**config.mk**
```make
export PLATFORM = sky130hd
export DESIGN_NAME = vio_step_ctrl_flat
export DESIGN_NICKNAME = d
export VERILOG_FILES = /design/src/rtl/vio_step_ctrl_if.sv /design/src/rtl/vio_step_ctrl.sv /design/src/flat_wrapper.sv
export SDC_FILE = /design/constraint.sdc
export NUM_CORES = 1
export LEC_CHECK = 0
export BUFFER_PORTS_ARGS = -buffer_cell sky130_fd_sc_hd__buf_2
export CORE_AREA = 5 5 96 98
export CTS_CLUSTER_SIZE = 24
export DETAILED_ROUTE_END_ITERATION = 8
export DIE_AREA = 0 0 101 103
export PLACE_DENSITY = 0.79
export RECOVER_POWER = 25
export SLEW_MARGIN = 20
export SYNTH_ARGS = -nofsm -noshare
export SYNTH_HDL_FRONTEND = slang
export SYNTH_SLANG_ARGS = --single-unit
```
**constraint.sdc**
```tcl
create_clock -name emu_clk -period 3.15 [get_ports emu_clk]
set_input_delay 0.315 -clock emu_clk [delete_from_list [all_inputs] [get_ports emu_clk]]
set_output_delay 0.315 -clock emu_clk [all_outputs]
set_load 0.03 [all_outputs]
```
**src/rtl/vio_step_ctrl_if.sv**
```systemverilog
// VIO step/reset bundle: host-side step/reset/stimulus and readback, plus the
// model-side clock enable, synchronous reset and data path.
interface vio_step_ctrl_if #(
   parameter int WIDTH     = 25,
   parameter int CNT_WIDTH = 32
);
   logic                        go_vio;
   logic                        rst_vio;
   logic signed [WIDTH-1:0]     v_in_vio;
   logic signed [WIDTH-1:0]     v_out_emu;
   logic                        emu_ce;
   logic                        model_rst;
   logic signed [WIDTH-1:0]     v_in_emu;
   logic signed [WIDTH-1:0]     v_out_vio;
   logic        [CNT_WIDTH-1:0] step_count;
   logic                        busy;
   logic                        overrun;

   modport master (
      output go_vio, rst_vio, v_in_vio, v_out_emu,
      input  emu_ce, model_rst, v_in_emu, v_out_vio, step_count, busy, overrun
   );

   modport slave (
      input  go_vio, rst_vio, v_in_vio, v_out_emu,
      output emu_ce, model_rst, v_in_emu, v_out_vio, step_count, busy, overrun
   );
endinterface

```
**src/rtl/vio_step_ctrl.sv**
```systemverilog
// Emulator-side VIO step endpoint: each synchronized go edge yields one bounded
// burst of model clock enables, then the model output is captured for readback.
module vio_step_ctrl #(
   parameter int WIDTH       = 25,
   parameter int STEP_CYCLES = 1,
   parameter int SYNC_STAGES = 2,
   parameter int CNT_WIDTH   = 32
) (
   input  logic           emu_clk,
   input  logic           emu_rst_n,
   vio_step_ctrl_if.slave bus
);
   localparam int SW = (STEP_CYCLES < 2) ? 1 : $clog2(STEP_CYCLES + 1);
   localparam logic [SW-1:0] STEP_LOAD = SW'(STEP_CYCLES);

   typedef enum logic [1:0] {
      IDLE    = 2'd0,
      STEP    = 2'd1,
      SETTLE  = 2'd2,
      CAPTURE = 2'd3
   } state_t;

   state_t                  state_q, state_d;
   logic [SYNC_STAGES-1:0]  go_sync_q, go_sync_d;
   logic [SYNC_STAGES-1:0]  rst_sync_q, rst_sync_d;
   logic [SYNC_STAGES-1:0]  fill_q, fill_d;
   logic                    go_prev_q, go_prev_d;
   logic                    rst_prev_q, rst_prev_d;
   logic [SW-1:0]           cnt_q, cnt_d;
   logic signed [WIDTH-1:0] v_in_emu_q, v_in_emu_d;
   logic signed [WIDTH-1:0] v_out_vio_q, v_out_vio_d;
   logic [CNT_WIDTH-1:0]    step_count_q, step_count_d;
   logic                    emu_ce_q, emu_ce_d;
   logic                    model_rst_q, model_rst_d;
   logic                    busy_q, busy_d;
   logic                    overrun_q, overrun_d;

   logic go_s;
   logic rst_s;
   logic fill_done;
   logic go_edge;
   logic rst_rise;

   generate
      for (genvar gi = 0; gi < SYNC_STAGES; gi++) begin : g_sync
         if (gi == 0) begin : g_head
            assign go_sync_d[gi]  = bus.go_vio;
            assign rst_sync_d[gi] = bus.rst_vio;
            assign fill_d[gi]     = 1'b1;
         end else begin : g_tail
            assign go_sync_d[gi]  = go_sync_q[gi-1];
            assign rst_sync_d[gi] = rst_sync_q[gi-1];
            assign fill_d[gi]     = fill_q[gi-1];
         end
      end
   endgenerate

   assign go_s      = go_sync_q[SYNC_STAGES-1];
   assign rst_s     = rst_sync_q[SYNC_STAGES-1];
   assign fill_done = fill_q[SYNC_STAGES-1];
   assign go_edge   = go_s & ~go_prev_q;
   assign rst_rise  = rst_s & ~rst_prev_q;

   always_comb begin
      state_d      = state_q;
      cnt_d        = cnt_q;
      v_in_emu_d   = v_in_emu_q;
      v_out_vio_d  = v_out_vio_q;
      step_count_d = step_count_q;
      overrun_d    = overrun_q;
      rst_prev_d   = rst_s;
      // Until the go chain holds real samples, keep go_prev high so a go_vio
      // already high at reset release never looks like a fresh edge.
      go_prev_d    = fill_done ? go_s : 1'b1;

      case (state_q)
         IDLE: begin
            if (go_edge && !rst_rise) begin
               v_in_emu_d = bus.v_in_vio;
               cnt_d      = STEP_LOAD;
               state_d    = STEP;
            end
         end
         STEP: begin
            if (cnt_q <= SW'(1)) begin
               state_d = SETTLE;
            end else begin
               cnt_d = cnt_q - SW'(1);
            end
         end
         SETTLE: begin
            // The capture register loads as the FSM enters CAPTURE.
            state_d     = CAPTURE;
            v_out_vio_d = bus.v_out_emu;
            if (!rst_s) begin
               step_count_d = step_count_q + CNT_WIDTH'(1);
            end
         end
         CAPTURE: begin
            state_d = IDLE;
         end
         default: begin
            state_d = IDLE;
         end
      endcase

      if (state_q != IDLE && go_edge) begin
         overrun_d = 1'b1;
      end

      if (rst_rise && state_q != IDLE) begin
         state_d     = IDLE;
         v_out_vio_d = v_out_vio_q;
      end

      if (rst_s) begin
         step_count_d = '0;
         overrun_d    = 1'b0;
      end

      emu_ce_d    = (state_d == STEP);
      busy_d      = (state_d != IDLE);
      model_rst_d = rst_s;
   end

   always_ff @(posedge emu_clk or negedge emu_rst_n) begin
      if (!emu_rst_n) begin
         state_q      <= IDLE;
         go_sync_q    <= '0;
         rst_sync_q   <= '1;
         fill_q       <= '0;
         go_prev_q    <= 1'b1;
         rst_prev_q   <= 1'b1;
         cnt_q        <= '0;
         v_in_emu_q   <= '0;
         v_out_vio_q  <= '0;
         step_count_q <= '0;
         emu_ce_q     <= 1'b0;
         model_rst_q  <= 1'b1;
         busy_q       <= 1'b0;
         overrun_q    <= 1'b0;
      end else begin
         state_q      <= state_d;
         go_sync_q    <= go_sync_d;
         rst_sync_q   <= rst_sync_d;
         fill_q       <= fill_d;
         go_prev_q    <= go_prev_d;
         rst_prev_q   <= rst_prev_d;
         cnt_q        <= cnt_d;
         v_in_emu_q   <= v_in_emu_d;
         v_out_vio_q  <= v_out_vio_d;
         step_count_q <= step_count_d;
         emu_ce_q     <= emu_ce_d;
         model_rst_q  <= model_rst_d;
         busy_q       <= busy_d;
         overrun_q    <= overrun_d;
      end
   end

   assign bus.emu_ce     = emu_ce_q;
   assign bus.model_rst  = model_rst_q;
   assign bus.v_in_emu   = v_in_emu_q;
   assign bus.v_out_vio  = v_out_vio_q;
   assign bus.step_count = step_count_q;
   assign bus.busy       = busy_q;
   assign bus.overrun    = overrun_q;

   a_ce_implies_busy : assert property (@(posedge emu_clk) disable iff (!emu_rst_n)
      emu_ce_q |-> busy_q);

   // model_rst high means rst_s was high on the previous edge, which clears both.
   a_rst_clears_status : assert property (@(posedge emu_clk) disable iff (!emu_rst_n)
      model_rst_q |-> (step_count_q == '0 && !overrun_q));
endmodule

```
**src/flat_wrapper.sv**
```systemverilog
// flat-port wrapper written by rule: the top's interface ports become plain ports
module vio_step_ctrl_flat 
#(
   parameter int WIDTH       = 25,
   parameter int STEP_CYCLES = 1,
   parameter int SYNC_STAGES = 2,
   parameter int CNT_WIDTH   = 32
)
  (emu_clk, emu_rst_n, bus_go_vio, bus_rst_vio, bus_v_in_vio, bus_v_out_emu, bus_emu_ce, bus_model_rst, bus_v_in_emu, bus_v_out_vio, bus_step_count, bus_busy, bus_overrun);
  vio_step_ctrl_if #(.WIDTH(WIDTH), .CNT_WIDTH(CNT_WIDTH)) bus_i ();
  input  logic emu_clk;
  input  logic emu_rst_n;
  input wire logic [$bits(bus_i.go_vio)-1:0] bus_go_vio;
  input wire logic [$bits(bus_i.rst_vio)-1:0] bus_rst_vio;
  input wire logic [$bits(bus_i.v_in_vio)-1:0] bus_v_in_vio;
  input wire logic [$bits(bus_i.v_out_emu)-1:0] bus_v_out_emu;
  output wire logic [$bits(bus_i.emu_ce)-1:0] bus_emu_ce;
  output wire logic [$bits(bus_i.model_rst)-1:0] bus_model_rst;
  output wire logic [$bits(bus_i.v_in_emu)-1:0] bus_v_in_emu;
  output wire logic [$bits(bus_i.v_out_vio)-1:0] bus_v_out_vio;
  output wire logic [$bits(bus_i.step_count)-1:0] bus_step_count;
  output wire logic [$bits(bus_i.busy)-1:0] bus_busy;
  output wire logic [$bits(bus_i.overrun)-1:0] bus_overrun;
  assign bus_i.go_vio = bus_go_vio;
  assign bus_i.rst_vio = bus_rst_vio;
  assign bus_i.v_in_vio = bus_v_in_vio;
  assign bus_i.v_out_emu = bus_v_out_emu;
  assign bus_emu_ce = bus_i.emu_ce;
  assign bus_model_rst = bus_i.model_rst;
  assign bus_v_in_emu = bus_i.v_in_emu;
  assign bus_v_out_vio = bus_i.v_out_vio;
  assign bus_step_count = bus_i.step_count;
  assign bus_busy = bus_i.busy;
  assign bus_overrun = bus_i.overrun;
  vio_step_ctrl #(.WIDTH(WIDTH), .STEP_CYCLES(STEP_CYCLES), .SYNC_STAGES(SYNC_STAGES), .CNT_WIDTH(CNT_WIDTH)) u_core (.emu_clk(emu_clk), .emu_rst_n(emu_rst_n), .bus(bus_i));
endmodule
```
==> impl_metrics.tcl <==
set metrics [dict create \
    p_per_area_nw_per_um2 870 \
    setup_viol 0 \
    layout_commonest_cell "buf_2" \
    ir_worst_vdd_mv 0.611 \
    route.vias.total 3002 \
    syn2layout_area_growth_pct 24.6 \
    placedCellCount 552 \
    fin_crit_sh_pct 79.1 \
    tns_ns 0 \
    final_util_pct 59.2 \
    ys_top_cells_by_area "dfrtp_1, mux2_2, dfstp_2" \
    relSlewSlack_pct 15.8 \
    worstPathCellList "o2111ai_1, or3_1, or4_1, a21oi_1" \
    rsz0062_at_grt "no" \
    placed_cell_area_sq_um 4780 \
    cts_made_buffers 9 \
    yosys.area.top_type_share_pct 57.2 \
    grt-ovfl-total 0 \
    drt_iter0_drc 95 \
    max_freq_ghz 0.401 \
    fin_area_sq_um 4960 \
    seq_area_frac_synth_pct 59.9 \
    dpl_worst_slack_ns 0.746 \
    yosysTopAreaCell "dfrtp_1" \
    clockBufferDepth 2 \
    reg2reg_slack_ns 0.66 \
    avgRoutedWirePerCell_um 15.7 \
    num_io_pins 140 \
    avgViaCountPerCell 5.28 \
    die-area_sq_um 10400 \
    syn_inst 314 \
    insertion_delay_ns 0.37 \
    clk_pin_slew_ns 0.09 \
    crit_slowest_cell "dfstp_1" \
    hold_violations 0 \
    ys_ff_latch 95 \
    grt_pass1_vias 3124 \
    grtUsageTotal_pct 17.9 \
    wl_met1_mm 3.50 \
    htree_levels 3 \
    slew_viol_final 0 \
    drt_first_pass_iters 4 \
    fin_ws_ns 0.658 \
    critPathTopFamily "simple AND/OR/NAND/NOR gates" \
    worstPathArrival_ns 2.79 \
    grt_pass1_wl_mm 14.7 \
    initial_core_util_pct 47.5 \
    wirelength_mm 8.94 \
    instances_no_fill 569 \
    p_leak_nw 2.34 \
    place.gp.congestion 0.784 \
    dr_wl_met3_um 973 \
    crit_type "reg2reg" \
    finalPower_mw 4.31 \
    tightest_slew_ns 1.26 \
    hold_class "in2reg" \
    path_buf_inv 0 \
    synth_nets 372 \
    antenna_found_initial 0 \
    ys_warn_count 0 \
    drive_above_1_share_pct 44.7 \
    worst_clock_skew_ns 0.0122 \
    final.min_clock_period_ns 2.49 \
    io_buffers 139 \
    max_stage_delay_ns 0.88 \
    nets 514 \
    end_kind "flip-flop" \
    met2_length_mm 4.30 \
    synth_cell_type_count 38 \
    dp_hpwl_mm 6.64 \
    cp.required_ns 3.44 \
    cts_root_buf "clkbuf_8" \
    ant_nets 0 \
    netlist_area_sq_um 3980 \
    grt_max_degree 52 \
    core-area_sq_um 8380 \
    critPathMaxFanout 17 \
    core.rowCount 34 \
    die_h_um 103 \
    layout_common_cells "buf_2, dfrtp_1, mux2_2" \
    cts_resized 0 \
    top_layer "met4" \
    avgSynthCellArea_sq_um 12.7 \
    drv_cap 0 \
    status "complete, no violations" \
    die_w_um 101 \
    drc 0 \
    cts_tree "built" \
    start_kind "flip-flop" \
    holdWs_ns 0.0493 \
    antenna_cells 0 \
    clock-sinks 95 \
]
## cells in the mapped netlist
| cell | n |
|---|---|
| a21oi_1 | 18 |
| and2_1 | 2 |
| and3_1 | 3 |
| and4_1 | 3 |
| buf_1 | 2 |
| buf_2 | 2 |
| buf_6 | 2 |
| clkbuf_1 | 8 |
| conb_1 | 1 |
| dfrtp_1 | 91 |
| dfstp_2 | 4 |
| ha_1 | 4 |
| inv_1 | 7 |
| mux2_2 | 51 |
| mux2i_1 | 1 |
| nand2_1 | 11 |
| nand2b_1 | 3 |
| nand3_1 | 12 |
| nand3b_1 | 1 |
| nand4_1 | 9 |
| nand4_2 | 1 |
| nor2_1 | 18 |
| nor2b_1 | 1 |
| nor3_1 | 2 |
| nor4_1 | 3 |
| o2111ai_1 | 1 |
| o211a_1 | 1 |
| o211ai_1 | 1 |
| o21ai_0 | 4 |
| o21ba_2 | 1 |
| o221ai_1 | 1 |
| o31a_1 | 1 |
| o31ai_1 | 13 |
| or3_1 | 5 |
| or4_1 | 13 |
| or4_4 | 1 |
| xnor2_1 | 4 |
| xor2_1 | 8 |
## path summary, 6_finish.rpt
kind / start / to / depth (start not counted)
worst max-delay path: u_core.rst_sync_q[1] / u_core.bus.step_count[28] / 4
min in group asynchronous: emu_rst_n / u_core.bus.step_count[15] / 2
worst min register to register: u_core.fill_q[0] / u_core.fill_q[1] / 0
max in group asynchronous: emu_rst_n / u_core.go_prev_q / 3
worst min-delay path: bus_rst_vio / u_core.rst_sync_q[0] / 1
worst max register to register: u_core.rst_sync_q[1] / u_core.bus.step_count[28] / 4
## sequential cells by signal, summed over array words and instances, names as in the netlist
signal	cells
u_core.bus.step_count	32
u_core.bus.v_in_emu	25
u_core.bus.v_out_vio	25
u_core.fill_q	2
u_core.go_sync_q	2
u_core.rst_sync_q	2
u_core.state_q	2
u_core.bus.busy	1
u_core.bus.emu_ce	1
u_core.bus.overrun	1
u_core.go_prev_q	1
u_core.rst_prev_q	1
## worst register-to-register path, delay by kind of cell, from the launching register on
kind / cells / cell delay, ns
compound gates: 2 / 0.46
flops: 1 / 0.88
simple gates: 2 / 1.09
## report_power, final
part | switching (mW) | internal, mW
sequential | 0.178 | 1.59
combinational | 1.15 | 0.630
clock | 0.463 | 0.304
total | 1.79 | 2.53
## routing by layer
metal,global-route usage [%],vias up
met3,6.90,16
li1,-,1424
met2,29.3,111
met4,6.95,0
met5,0,-
met1,21.5,1451
## layout make-up
class                      instances  area, sq um
clock buffer                       9          124
clock inverter                     7         61.3
tap                              108          135
timing repair buffer             145          729
inverter                           7         26.3
fill                             694         3420
multi-input combinational        198         1500
sequential                        95         2380
## what timing repair did
item,4_1_cts,5_1_grt
setup buffers,0,0
hold buffers,1,0
hold endpoints to repair,41,0
## kinds of logic after synthesis
group | Yosys count | synth area share [%]
XOR/XNOR | 12 | 2.64
multiplexers | 52 | 14.7
AO/OA/AOI/OAI | 41 | 6.57
other | 1 | 0.0942
buffers and inverters | 21 | 2.42
flip-flops | 95 | 59.9
AND/OR/NAND/NOR | 88 | 12.5
adder cells (fa/ha/maj) | 4 | 1.26
(Power assumes the default switching activity.)
